<file path="src/rtl/mem_ctrl_pkg.sv">
// Shared types and constants for the byte-serial memory controller:
// FSM states, requester ownership, IO-region decode and access-size codes.
package mem_ctrl_pkg;

    typedef enum logic [1:0] {
        ST_IDLE = 2'd0,
        ST_RD   = 2'd1,
        ST_WR   = 2'd2,
        ST_DONE = 2'd3
    } state_t;

    typedef enum logic {
        OWN_IF = 1'b0,
        OWN_LS = 1'b1
    } owner_t;

    localparam logic [1:0] IO_REGION = 2'b11;
    localparam int         IO_LSB    = 16;

    localparam int         IDX_W     = 3;
    localparam logic [2:0] SIZE_BYTE = 3'd1;
    localparam logic [2:0] SIZE_HALF = 3'd2;
    localparam logic [2:0] SIZE_WORD = 3'd4;

    // IO space is strictly one byte per access so a device register is touched only once.
    function automatic logic [2:0] size_to_len(input logic [2:0] size, input logic is_io);
        logic [2:0] len;
        len = SIZE_WORD;
        if (is_io) begin
            len = SIZE_BYTE;
        end else begin
            case (size)
                SIZE_BYTE: len = SIZE_BYTE;
                SIZE_HALF: len = SIZE_HALF;
                default:   len = SIZE_WORD;
            endcase
        end
        return len;
    endfunction

endpackage

</file>
<file path="src/rtl/mem_ctrl_if.sv">
// CPU request/response ports and external byte bus bundled together;
// master = CPU core plus RAM side, slave = the controller.
interface mem_ctrl_if #(
    parameter int ADDR_W = 32,
    parameter int DATA_W = 32
);
    logic              if_req;
    logic [ADDR_W-1:0] if_addr;
    logic              if_flush;
    logic              if_done;
    logic [DATA_W-1:0] if_data;

    logic              ls_req;
    logic              ls_wr;
    logic [ADDR_W-1:0] ls_addr;
    logic [2:0]        ls_size;
    logic [DATA_W-1:0] ls_wdata;
    logic              ls_done;
    logic [DATA_W-1:0] ls_rdata;

    logic [7:0]        mem_din;
    logic [7:0]        mem_dout;
    logic [ADDR_W-1:0] mem_a;
    logic              mem_wr;

    modport master (
        output if_req, if_addr, if_flush,
        input  if_done, if_data,
        output ls_req, ls_wr, ls_addr, ls_size, ls_wdata,
        input  ls_done, ls_rdata,
        output mem_din,
        input  mem_dout, mem_a, mem_wr
    );

    modport slave (
        input  if_req, if_addr, if_flush,
        output if_done, if_data,
        input  ls_req, ls_wr, ls_addr, ls_size, ls_wdata,
        output ls_done, ls_rdata,
        input  mem_din,
        output mem_dout, mem_a, mem_wr
    );
endinterface

</file>
<file path="src/rtl/mem_ctrl_byte_assembler.sv">
// Word register with separate issue and capture byte indices: gathers read
// bytes little-endian, or selects store bytes; issue can roll back to capture.
module mem_ctrl_byte_assembler
    import mem_ctrl_pkg::*;
#(
    parameter int DATA_W = 32
) (
    input  logic              clk,
    input  logic              rst,
    input  logic              i_clear,
    input  logic [DATA_W-1:0] i_init,
    input  logic              i_issue,
    input  logic              i_capture,
    input  logic              i_store,
    input  logic [7:0]        i_byte,
    input  logic              i_rollback,
    output logic [DATA_W-1:0] o_data,
    output logic [IDX_W-1:0]  o_issue_idx,
    output logic [IDX_W-1:0]  o_cap_idx,
    output logic [7:0]        o_sel_byte
);
    localparam int NBYTES = DATA_W / 8;
    localparam int LANE_W = $clog2(NBYTES);

    logic [DATA_W-1:0] r_data;
    logic [DATA_W-1:0] w_data_next;
    logic [IDX_W-1:0]  r_issue;
    logic [IDX_W-1:0]  r_cap;
    logic [7:0]        w_lane [NBYTES];
    logic [LANE_W-1:0] w_sel;

    genvar gi;
    generate
        for (gi = 0; gi < NBYTES; gi++) begin : g_lane
            assign w_lane[gi] = r_data[gi*8 +: 8];
            assign w_data_next[gi*8 +: 8] =
                i_clear                                            ? i_init[gi*8 +: 8] :
                (i_capture && i_store && (r_cap == IDX_W'(gi)))    ? i_byte            :
                                                                     r_data[gi*8 +: 8];
        end
    endgenerate

    always_ff @(posedge clk or negedge rst) begin
        if (!rst) begin
            r_data  <= '0;
            r_issue <= '0;
            r_cap   <= '0;
        end else begin
            r_data <= w_data_next;
            if (i_clear) begin
                r_issue <= '0;
                r_cap   <= '0;
            end else if (i_rollback) begin
                r_issue <= r_cap;
            end else begin
                if (i_issue)   r_issue <= r_issue + IDX_W'(1);
                if (i_capture) r_cap   <= r_cap + IDX_W'(1);
            end
        end
    end

    assign w_sel       = r_issue[LANE_W-1:0];
    assign o_sel_byte  = (r_issue < IDX_W'(NBYTES)) ? w_lane[w_sel] : 8'h00;
    assign o_data      = r_data;
    assign o_issue_idx = r_issue;
    assign o_cap_idx   = r_cap;

endmodule

</file>
<file path="src/rtl/mem_ctrl.sv">
// Byte-serial memory controller: arbitrates fetch and load/store requests
// and drives the external 8-bit bus one byte per cycle.
module mem_ctrl
    import mem_ctrl_pkg::*;
#(
    parameter int ADDR_W = 32,
    parameter int DATA_W = 32
) (
    input  logic     clk,
    input  logic     rst,
    input  logic     rdy,
    mem_ctrl_if.slave bus
);
    state_t            r_state;
    state_t            w_state_next;
    owner_t            r_owner;
    owner_t            w_owner_next;
    logic [ADDR_W-1:0] r_base;
    logic [IDX_W-1:0]  r_len;
    logic [ADDR_W-1:0] r_mem_a;

    logic [DATA_W-1:0] w_data;
    logic [IDX_W-1:0]  w_issue;
    logic [IDX_W-1:0]  w_cap;
    logic [7:0]        w_sel_byte;
    logic [ADDR_W-1:0] w_mem_a;
    logic [DATA_W-1:0] w_init;

    logic w_busy;
    logic w_presenting;
    logic w_capture;
    logic w_issue_adv;
    logic w_rollback;
    logic w_accept_ls;
    logic w_accept_if;
    logic w_clear;
    logic w_ls_io;
    logic w_last_cap;
    logic w_last_issue;

    assign w_busy       = (r_state == ST_RD) || (r_state == ST_WR);
    assign w_presenting = w_busy && (w_issue < r_len);
    assign w_mem_a      = w_presenting ? (r_base + {{(ADDR_W-IDX_W){1'b0}}, w_issue}) : r_mem_a;

    // mem_din carries the byte addressed one cycle earlier, so capture trails issue by one.
    assign w_capture    = rdy && (r_state == ST_RD) && (w_cap < w_issue);
    assign w_issue_adv  = rdy && w_presenting;
    // A read byte in flight during a pause is lost; re-issue it after resuming.
    assign w_rollback   = !rdy && (r_state == ST_RD);

    assign w_accept_ls  = rdy && (r_state == ST_IDLE) && bus.ls_req;
    assign w_accept_if  = rdy && (r_state == ST_IDLE) && !bus.ls_req && bus.if_req && !bus.if_flush;
    assign w_clear      = w_accept_ls || w_accept_if;
    assign w_init       = (w_accept_ls && bus.ls_wr) ? bus.ls_wdata : '0;
    assign w_ls_io      = (bus.ls_addr[IO_LSB+1:IO_LSB] == IO_REGION);

    assign w_last_cap   = (w_cap == (r_len - IDX_W'(1)));
    assign w_last_issue = (w_issue == (r_len - IDX_W'(1)));

    mem_ctrl_byte_assembler #(.DATA_W(DATA_W)) u_asm (
        .clk         (clk),
        .rst         (rst),
        .i_clear     (w_clear),
        .i_init      (w_init),
        .i_issue     (w_issue_adv),
        .i_capture   (w_capture || ((r_state == ST_WR) && w_issue_adv)),
        .i_store     (r_state == ST_RD),
        .i_byte      (bus.mem_din),
        .i_rollback  (w_rollback),
        .o_data      (w_data),
        .o_issue_idx (w_issue),
        .o_cap_idx   (w_cap),
        .o_sel_byte  (w_sel_byte)
    );

    always_ff @(posedge clk or negedge rst) begin
        if (!rst) begin
            r_state <= ST_IDLE;
            r_owner <= OWN_IF;
            r_base  <= '0;
            r_len   <= '0;
            r_mem_a <= '0;
        end else begin
            r_state <= w_state_next;
            r_owner <= w_owner_next;
            if (w_clear) begin
                r_base <= w_accept_ls ? bus.ls_addr : bus.if_addr;
                r_len  <= w_accept_ls ? size_to_len(bus.ls_size, w_ls_io) : SIZE_WORD;
            end
            if (rdy) r_mem_a <= w_mem_a;
        end
    end

    always_comb begin
        w_state_next = r_state;
        w_owner_next = r_owner;
        if (rdy) begin
            case (r_state)
                ST_IDLE: begin
                    if (w_accept_ls) begin
                        w_state_next = bus.ls_wr ? ST_WR : ST_RD;
                        w_owner_next = OWN_LS;
                    end else if (w_accept_if) begin
                        w_state_next = ST_RD;
                        w_owner_next = OWN_IF;
                    end
                end
                ST_RD: begin
                    if ((r_owner == OWN_IF) && bus.if_flush) w_state_next = ST_IDLE;
                    else if (w_capture && w_last_cap)        w_state_next = ST_DONE;
                end
                ST_WR: begin
                    if (w_last_issue) w_state_next = ST_DONE;
                end
                ST_DONE: w_state_next = ST_IDLE;
                default: w_state_next = ST_IDLE;
            endcase
        end
    end

    assign bus.mem_a    = w_mem_a;
    assign bus.mem_wr   = (r_state == ST_WR) && w_presenting && rdy;
    assign bus.mem_dout = ((r_state == ST_WR) && w_presenting) ? w_sel_byte : 8'h00;

    assign bus.if_done  = (r_state == ST_DONE) && (r_owner == OWN_IF) && !bus.if_flush;
    assign bus.if_data  = ((r_state == ST_DONE) && (r_owner == OWN_IF)) ? w_data : '0;
    assign bus.ls_done  = (r_state == ST_DONE) && (r_owner == OWN_LS);
    assign bus.ls_rdata = ((r_state == ST_DONE) && (r_owner == OWN_LS)) ? w_data : '0;

endmodule
</file>
<file path="src/flat_wrapper.sv">
// flat-port wrapper written by rule: the top's interface ports become plain ports
module mem_ctrl_flat import mem_ctrl_pkg::*;
#(
    parameter int ADDR_W = 32,
    parameter int DATA_W = 32
)
  (clk, rst, rdy, bus_if_req, bus_if_addr, bus_if_flush, bus_if_done, bus_if_data, bus_ls_req, bus_ls_wr, bus_ls_addr, bus_ls_size, bus_ls_wdata, bus_ls_done, bus_ls_rdata, bus_mem_din, bus_mem_dout, bus_mem_a, bus_mem_wr);
  mem_ctrl_if #(.ADDR_W(ADDR_W), .DATA_W(DATA_W)) bus_i ();
  input  logic clk;
  input  logic rst;
  input  logic rdy;
  input wire logic [$bits(bus_i.if_req)-1:0] bus_if_req;
  input wire logic [$bits(bus_i.if_addr)-1:0] bus_if_addr;
  input wire logic [$bits(bus_i.if_flush)-1:0] bus_if_flush;
  output wire logic [$bits(bus_i.if_done)-1:0] bus_if_done;
  output wire logic [$bits(bus_i.if_data)-1:0] bus_if_data;
  input wire logic [$bits(bus_i.ls_req)-1:0] bus_ls_req;
  input wire logic [$bits(bus_i.ls_wr)-1:0] bus_ls_wr;
  input wire logic [$bits(bus_i.ls_addr)-1:0] bus_ls_addr;
  input wire logic [$bits(bus_i.ls_size)-1:0] bus_ls_size;
  input wire logic [$bits(bus_i.ls_wdata)-1:0] bus_ls_wdata;
  output wire logic [$bits(bus_i.ls_done)-1:0] bus_ls_done;
  output wire logic [$bits(bus_i.ls_rdata)-1:0] bus_ls_rdata;
  input wire logic [$bits(bus_i.mem_din)-1:0] bus_mem_din;
  output wire logic [$bits(bus_i.mem_dout)-1:0] bus_mem_dout;
  output wire logic [$bits(bus_i.mem_a)-1:0] bus_mem_a;
  output wire logic [$bits(bus_i.mem_wr)-1:0] bus_mem_wr;
  assign bus_i.if_req = bus_if_req;
  assign bus_i.if_addr = bus_if_addr;
  assign bus_i.if_flush = bus_if_flush;
  assign bus_if_done = bus_i.if_done;
  assign bus_if_data = bus_i.if_data;
  assign bus_i.ls_req = bus_ls_req;
  assign bus_i.ls_wr = bus_ls_wr;
  assign bus_i.ls_addr = bus_ls_addr;
  assign bus_i.ls_size = bus_ls_size;
  assign bus_i.ls_wdata = bus_ls_wdata;
  assign bus_ls_done = bus_i.ls_done;
  assign bus_ls_rdata = bus_i.ls_rdata;
  assign bus_i.mem_din = bus_mem_din;
  assign bus_mem_dout = bus_i.mem_dout;
  assign bus_mem_a = bus_i.mem_a;
  assign bus_mem_wr = bus_i.mem_wr;
  mem_ctrl #(.ADDR_W(ADDR_W), .DATA_W(DATA_W)) u_core (.clk(clk), .rst(rst), .rdy(rdy), .bus(bus_i));
endmodule
</file>
<file path="config.mk">
export PLATFORM = sky130hd
export DESIGN_NAME = mem_ctrl_flat
export DESIGN_NICKNAME = d
export VERILOG_FILES = /design/src/rtl/mem_ctrl_pkg.sv /design/src/rtl/mem_ctrl_if.sv /design/src/rtl/mem_ctrl_byte_assembler.sv /design/src/rtl/mem_ctrl.sv /design/src/flat_wrapper.sv
export SDC_FILE = /design/constraint.sdc
export NUM_CORES = 1
export LEC_CHECK = 0
export CORE_AREA = 3 3 120 122
export CTS_CLUSTER_DIAMETER = 60
export DETAILED_ROUTE_END_ITERATION = 10
export DIE_AREA = 0 0 123 125
export GPL_ROUTABILITY_DRIVEN = 0
export PLACE_DENSITY = 0.86
export SLEW_MARGIN = 20
export SYNTH_ARGS = -nofsm -noshare
export SYNTH_HDL_FRONTEND = slang
export SYNTH_SLANG_ARGS = --single-unit
</file>
<file path="constraint.sdc">
create_clock -name clk -period 5.3 [get_ports clk]
set_input_delay 1.06 -clock clk [delete_from_list [all_inputs] [get_ports clk]]
set_output_delay 1.06 -clock clk [all_outputs]
set_load 0.01 [all_outputs]
</file>
==> results of run 1 <==
stage by stage:
stage	setup slack, ps	hold WS (ps)	cell area (um2)	util (%)	total power [mW]
2_1_floorplan	1690	450	6770	-	3.25
3_3_place_gp	1350	461	9080	68.3	4.44
3_5_place_dp	1280	470	9080	68.3	4.53
4_1_cts	859	485	9360	70.4	5.18
5_1_grt	550	507	9360	70.4	5.56
6_report	799	481	9360	70.4	5.18
cell type report:
type / count / area [um2]
inverter: 24 / 90.1
fill: 1040 / 3930
timing repair buffer: 230 / 2280
multi-input combinational: 606 / 3790
sequential: 108 / 2700
clock buffer: 10 / 239
clock inverter: 6 / 40.0
tap: 176 / 220
routing by layer:
layer	part of all wire (%)	routed length (um)	track usage, %
met5	0	0	0
met4	2.9	598	8.60
met3	6.0	1230	5.65
met2	50	10300	46.1
met1	41	8330	33.6
flip-flops by register name, indices dropped and copies added, names as in the netlist:
signal / flops
u_core.r_base: 32
u_core.r_mem_a: 32
u_core.u_asm.o_data: 32
u_core.r_len: 3
u_core.u_asm.o_cap_idx: 3
u_core.u_asm.o_issue_idx: 3
u_core.r_state: 2
u_core.r_owner: 1
worst max-delay path, stage by stage (launching register included):
cell and delay [ps]:
dfrtp_1 360, ha_1 190, inv_1 60, fa_1 410, nor2b_1 270, o2111ai_1 410, nor4_1 460, xnor2_1 140
o21ai_0 200, clkdlybuf4s50_1 600
cells by family (layout without fill, tap and decap cells):
group / Yosys count / after routing / synth area share, %
AO/OA/AOI/OAI: 163 / 163 / 13.7
XOR/XNOR: 39 / 39 / 5.16
adder cells (fa/ha/maj): 21 / 21 / 3.99
buffers and inverters: 72 / 270 / 4.18
flip-flops: 108 / 108 / 39.9
multiplexers: 49 / 49 / 9.43
AND/OR/NAND/NOR: 334 / 334 / 23.6
synthesized netlist by cell type (11+ instances only):
library cell	n
nand2_1	188
xnor2_1	33
mux2_2	38
clkbuf_1	39
ha_1	20
o21ai_0	101
inv_1	24
o22ai_1	32
nor3_1	11
nor2b_1	14
dfrtp_1	108
and3_1	40
nand3_1	13
and2_1	37
final timing paths:
path	from	endpoint	slack [ps]
max in group asynchronous	rst	u_core.r_state[0]	3730
setup reg to reg	u_core.r_base[0]	u_core.r_mem_a[22]	2680
setup / recovery	u_core.r_base[0]	bus_mem_a[22]	800
hold / removal	u_core.r_mem_a[13]	u_core.r_mem_a[13]	480
min in group asynchronous	rst	u_core.r_base[5]	760
hold reg to reg	u_core.r_mem_a[13]	u_core.r_mem_a[13]	480
power groups by stage:
stage | logic, mW | registers, mW | clock network [mW]
floorplan | 1.80 | 1.45 | 0
global placement | 2.84 | 1.59 | 0
detailed placement | 2.92 | 1.61 | 0
CTS | 2.94 | 1.60 | 0.642
global route | 3.24 | 1.65 | 0.671
finish | 2.94 | 1.61 | 0.634
==> flow_summary_export.csv, run 1 <==
group,metric,value,unit
clock_network,cts_max_level,3,
pwr,switching_share,42.1,%
pwr,clock_power_share,12.2,%
sta,fin_setup_tns,0,ps
global_routing,grt_pass1_wl,33100,um
logic_synthesis,postSynth.asyncResetShare,100,%
min_path,min_path_cells,2,
clock_network,cts.sinks,108,
global_routing,grt_antenna_before_repair,0,
layout,areaGrowthSynthToFinish,38.3,%
layout,final_cells,1160,
sta,fmax,222,MHz
drt,vias,6382,
logic_synthesis,synth_cells,786,
floorplan,die_x,123,um
min_path,hold_path_class,"reg2reg",
sta,maxSlewHeadroom,36.4,%
placement,post-place-cells,1144,
layout,nets,1114,
sta,min_period,4500,ps
drt,vias_per_cell,5.50,
pwr,power_frac_seq,31.0,%
global_routing,grt_use_total,26.8,%
logic_synthesis,synth_seq_cells,108,
clock_network,clockRootBuffer,"clkbuf_16",
status,status,"completed",
sta,tightest_slew,951,ps
logic_synthesis,syn-num-nets,921,
drt,dr.pass1.iters,4,
drt,route.detailed.drc,0,
floorplan,rows,42,
logic_synthesis,synth_cell_types,47,
floorplan,initial_core_util,50.9,%
sta,period_share,84.9,%
placement,port_buffers,220,
logic_synthesis,avgSynthCellArea,8.61,um2
logic_synthesis,synth-edff-count,0,
logic_synthesis,synth_area_leaders,"dfrtp_1, nand2_1, o21ai_0, mux2_2, xnor2_1",
drt,post_drt_wl_per_cell,17.7,um
pwr,powerDensity,553,nW/um2
global_routing,grt_pass1_vias,6531,
pwr,internal-power,3.00,mW
drt,wl,20500,um
clock_network,cts_resized,0,
critical_path,cp.required,4240,ps
logic_synthesis,synthFlopType,"dfrtp_1",
placement,dp_hpwl,15400,um
clock_network,clockBufferDepth,2,
sta,slew_violations,0,
drt,drt.antenna.violating_nets,0,
sta,finalHoldViolations,0,
floorplan,die-area,15400,um2
logic_synthesis,seq_area_frac_synth,39.9,%
layout,layout_common_cells,"clkdlybuf4s50_1, nand2_1, dfrtp_1",
layout,mostFrequentLayoutCell,"clkdlybuf4s50_1",
layout,diodes,0,
critical_path,crit_type,"reg2out",
logic_synthesis,synth_area,6770,um2
critical_path,worst_setup_path_end_kind,"output pin",
clock_network,postCtsSetupBuffers,0,
sta,finClkSkew,7.99,ps
logic_synthesis,yosysTopAreaCell,"dfrtp_1",
global_routing,grt_max_degree,87,
pwr,power_leakage,3.96,nW
floorplan,core,13300,um2
sta,finalSetupViolations,0,
pwr,power_frac_comb,56.7,%
critical_path,arrival,3440,ps
run,max_cap_viol_count,0,
pwr,p_switching,2.18,mW
clock_network,clkTransAtPathRegs,70,ps
global_routing,grt-ovfl-total,0,
floorplan,fp.dieH,125,um
critical_path,critPathLaunchType,"register",
clock_network,cts_buffers,9,
clock_network,clkLatencyLatePin,350,ps
clock_network,ctsHoldBuffers,0,
pwr,ir_worst_vdd,253,uV
drt,drt_iter0_drc,518,
critical_path,rr_worst_depth,8,
clock_network,cts_tree,"yes",
critical_path,crit_fanout,7,
logic_synthesis,yosys.area.top_type_share,39.9,%
layout,drive_gt1_share,8.54,%
sta,rsz0062_at_grt,"no",
floorplan,ios,221,
logic_synthesis,ys_warn_count,0,
Power figures use the tool's default switching activity.
==> run 2, diff against run 1 <==
Settings changed: CORE_AREA 3 3 120 122 to 3 3 125 127, DIE_AREA 0 0 123 125 to 0 0 128 130, PLACE_DENSITY 0.86 to 0.8.
Clock period 5.3 ns to 4.4 ns, I/O delays scaled along.
==> run 2 against run 1 <==
Worst hold slack got worse by 2.3 ps. Flip-flop and latch count unchanged. Core utilization decreased by 5.6 points. Sequential power increased by 19%. Combinational power increased by 23%. Count of clock-buffer cells in the layout increased by 2. Routed wire length increased by 1.4%.
==> flow_summary_export.csv, run 2 (synthesis gave the netlist of run 1 again) <==
group,metric,value,unit
critical_path,critPathTopFamily,"simple AND/OR/NAND/NOR gates",
clock_network,postCtsSetupBuffers,0,
pwr,ir_worst_vdd,348,uV
critical_path,crit_fanout,7,
critical_path,arrival,3250,ps
critical_path,slowest_delay,580,ps
clock_network,clockBufferDepth,2,
sta,tightest_slew,1050,ps
pwr,powerDensity,670,nW/um2
drt,dr.pass1.iters,5,
floorplan,die_x,128,um
pwr,power_leakage,3.99,nW
global_routing,grt-ovfl-total,0,
layout,drive_gt1_share,8.80,%
floorplan,rows,44,
pwr,total_power,6.31,mW
critical_path,worst_setup_path_end_kind,"output pin",
clock_network,cts_buffers,9,
placement,place_area,9140,um2
run,max_cap_viol_count,0,
sta,period_share,93.8,%
sta,slew_violations,0,
placement,port_buffers,220,
placement,dp_hpwl,15600,um
critical_path,crit_type,"reg2out",
drt,drt.antenna.violating_nets,0,
clock_network,cts.sinks,108,
layout,areaGrowthSynthToFinish,39.2,%
sta,finClkSkew,6.94,ps
layout,final_area,9430,um2
drt,wl,20800,um
min_path,hold_path_class,"reg2reg",
sta,rsz0062_at_grt,"no",
clock_network,clockRootBuffer,"clkbuf_16",
clock_network,cts_resized,0,
critical_path,cp.required,3520,ps
floorplan,initial_core_util,46.6,%
clock_network,clkLatencyLatePin,350,ps
clock_network,clkTransAtPathRegs,70,ps
critical_path,path_cells,"ha_1 > inv_1 > fa_1 > nor2b_1 > o2111ai_2 > nor4_1 > xnor2_1 > o21ai_0 > clkdlybuf4s50_1",
global_routing,grt_max_degree,65,
drt,vias,6339,
critical_path,critPathSlowestCell,"clkdlybuf4s50_1",
critical_path,path_buf_inv,2,
sta,finalHoldViolations,0,
layout,nets,1119,
drt,route.detailed.drc,0,
sta,maxSlewHeadroom,29.3,%
global_routing,grt_use_total,25.0,%
sta,fin_setup_tns,0,ps
clock_network,cts_tree,"yes",
drt,vias_per_cell,5.40,
floorplan,die-area,16600,um2
critical_path,critPathLaunchType,"register",
floorplan,fp.dieH,130,um
global_routing,grt_pass1_vias,6085,
sta,fmax,242,MHz
sta,worst_slack,273,ps
clock_network,ctsHoldBuffers,0,
global_routing,grt_pass1_wl,32900,um
sta,min_period,4130,ps
sta,finalSetupViolations,0,
drt,drt_iter0_drc,407,
floorplan,core,14500,um2
layout,mostFrequentLayoutCell,"clkdlybuf4s50_1",
layout,diodes,0,
layout,layout_common_cells,"clkdlybuf4s50_1, nand2_1, dfrtp_1",
placement,pre_cts_ws,560,ps
global_routing,grt_antenna_before_repair,0,
status,status,"completed",
drt,post_drt_wl_per_cell,17.7,um
floorplan,ios,221,
clock_network,cts_max_level,3,
run 2: worst paths after layout:
check,cells past startpoint,slack (ps),startpoint,end
min,2,480,u_core.r_mem_a[19],u_core.r_mem_a[19]
min reg2reg,2,480,u_core.r_mem_a[19],u_core.r_mem_a[19]
min in group asynchronous,1,510,rst,u_core.r_base[8]
max,9,270,u_core.u_asm.o_issue_idx[0],bus_mem_a[28]
max in group asynchronous,2,3020,rst,u_core.u_asm.o_data[2]
max reg2reg,6,1900,u_core.u_asm.o_issue_idx[2],u_core.r_mem_a[31]
run 2: metal layers:
metal	vias up	share of wire (%)	track usage [%]
li1	3106	-	-
met1	3001	42	32.3
met2	199	49	41.8
met3	33	6.0	5.73
met4	0	2.9	8.36
met5	-	0	0
run 2: worst register-to-register path, stage by stage, from the launching register on:
cell      delay (ps)
dfrtp_1          440
ha_1             370
a21oi_1          110
a2111o_1         570
or4_4            480
xnor2_2          150
mux2_2           260
run 2: power breakdown:
| part | total, mW | internal, mW | switching (mW) | leakage (nW) |
|---|---|---|---|---|
| clock | 0.773 | 0.414 | 0.360 | 0.142 |
| combinational | 3.63 | 1.81 | 1.81 | 2.50 |
| sequential | 1.91 | 1.44 | 0.470 | 1.35 |
| total | 6.31 | 3.67 | 2.64 | 3.99 |
run 2: area by class of cell:
cell class	instances	area, um2
Multi-Input combinational cell	606	3800
Tap cell	184	230
Clock inverter	4	23.8
Clock buffer	12	256
Inverter	24	90.1
Timing Repair Buffer	235	2320
Sequential cell	108	2700
Fill cell	1231	5110
run 2: through the flow:
stage | std cells | hold slack, ps | utilization, %
3_5_place_dp | 1157 | 470 | 62.9
6_report | 1173 | 479 | 64.9
5_1_grt | 1173 | 499 | 64.9
4_1_cts | 1173 | 485 | 64.8
2_1_floorplan | 786 | 450 | -
3_3_place_gp | 1157 | 461 | 62.9
==> run 3, diff against run 2 <==
Settings changed: CTS_CLUSTER_SIZE set to 24.
==> results of run 3 <==
No change in the layout: final DEF, timing and power equal those of run 2.
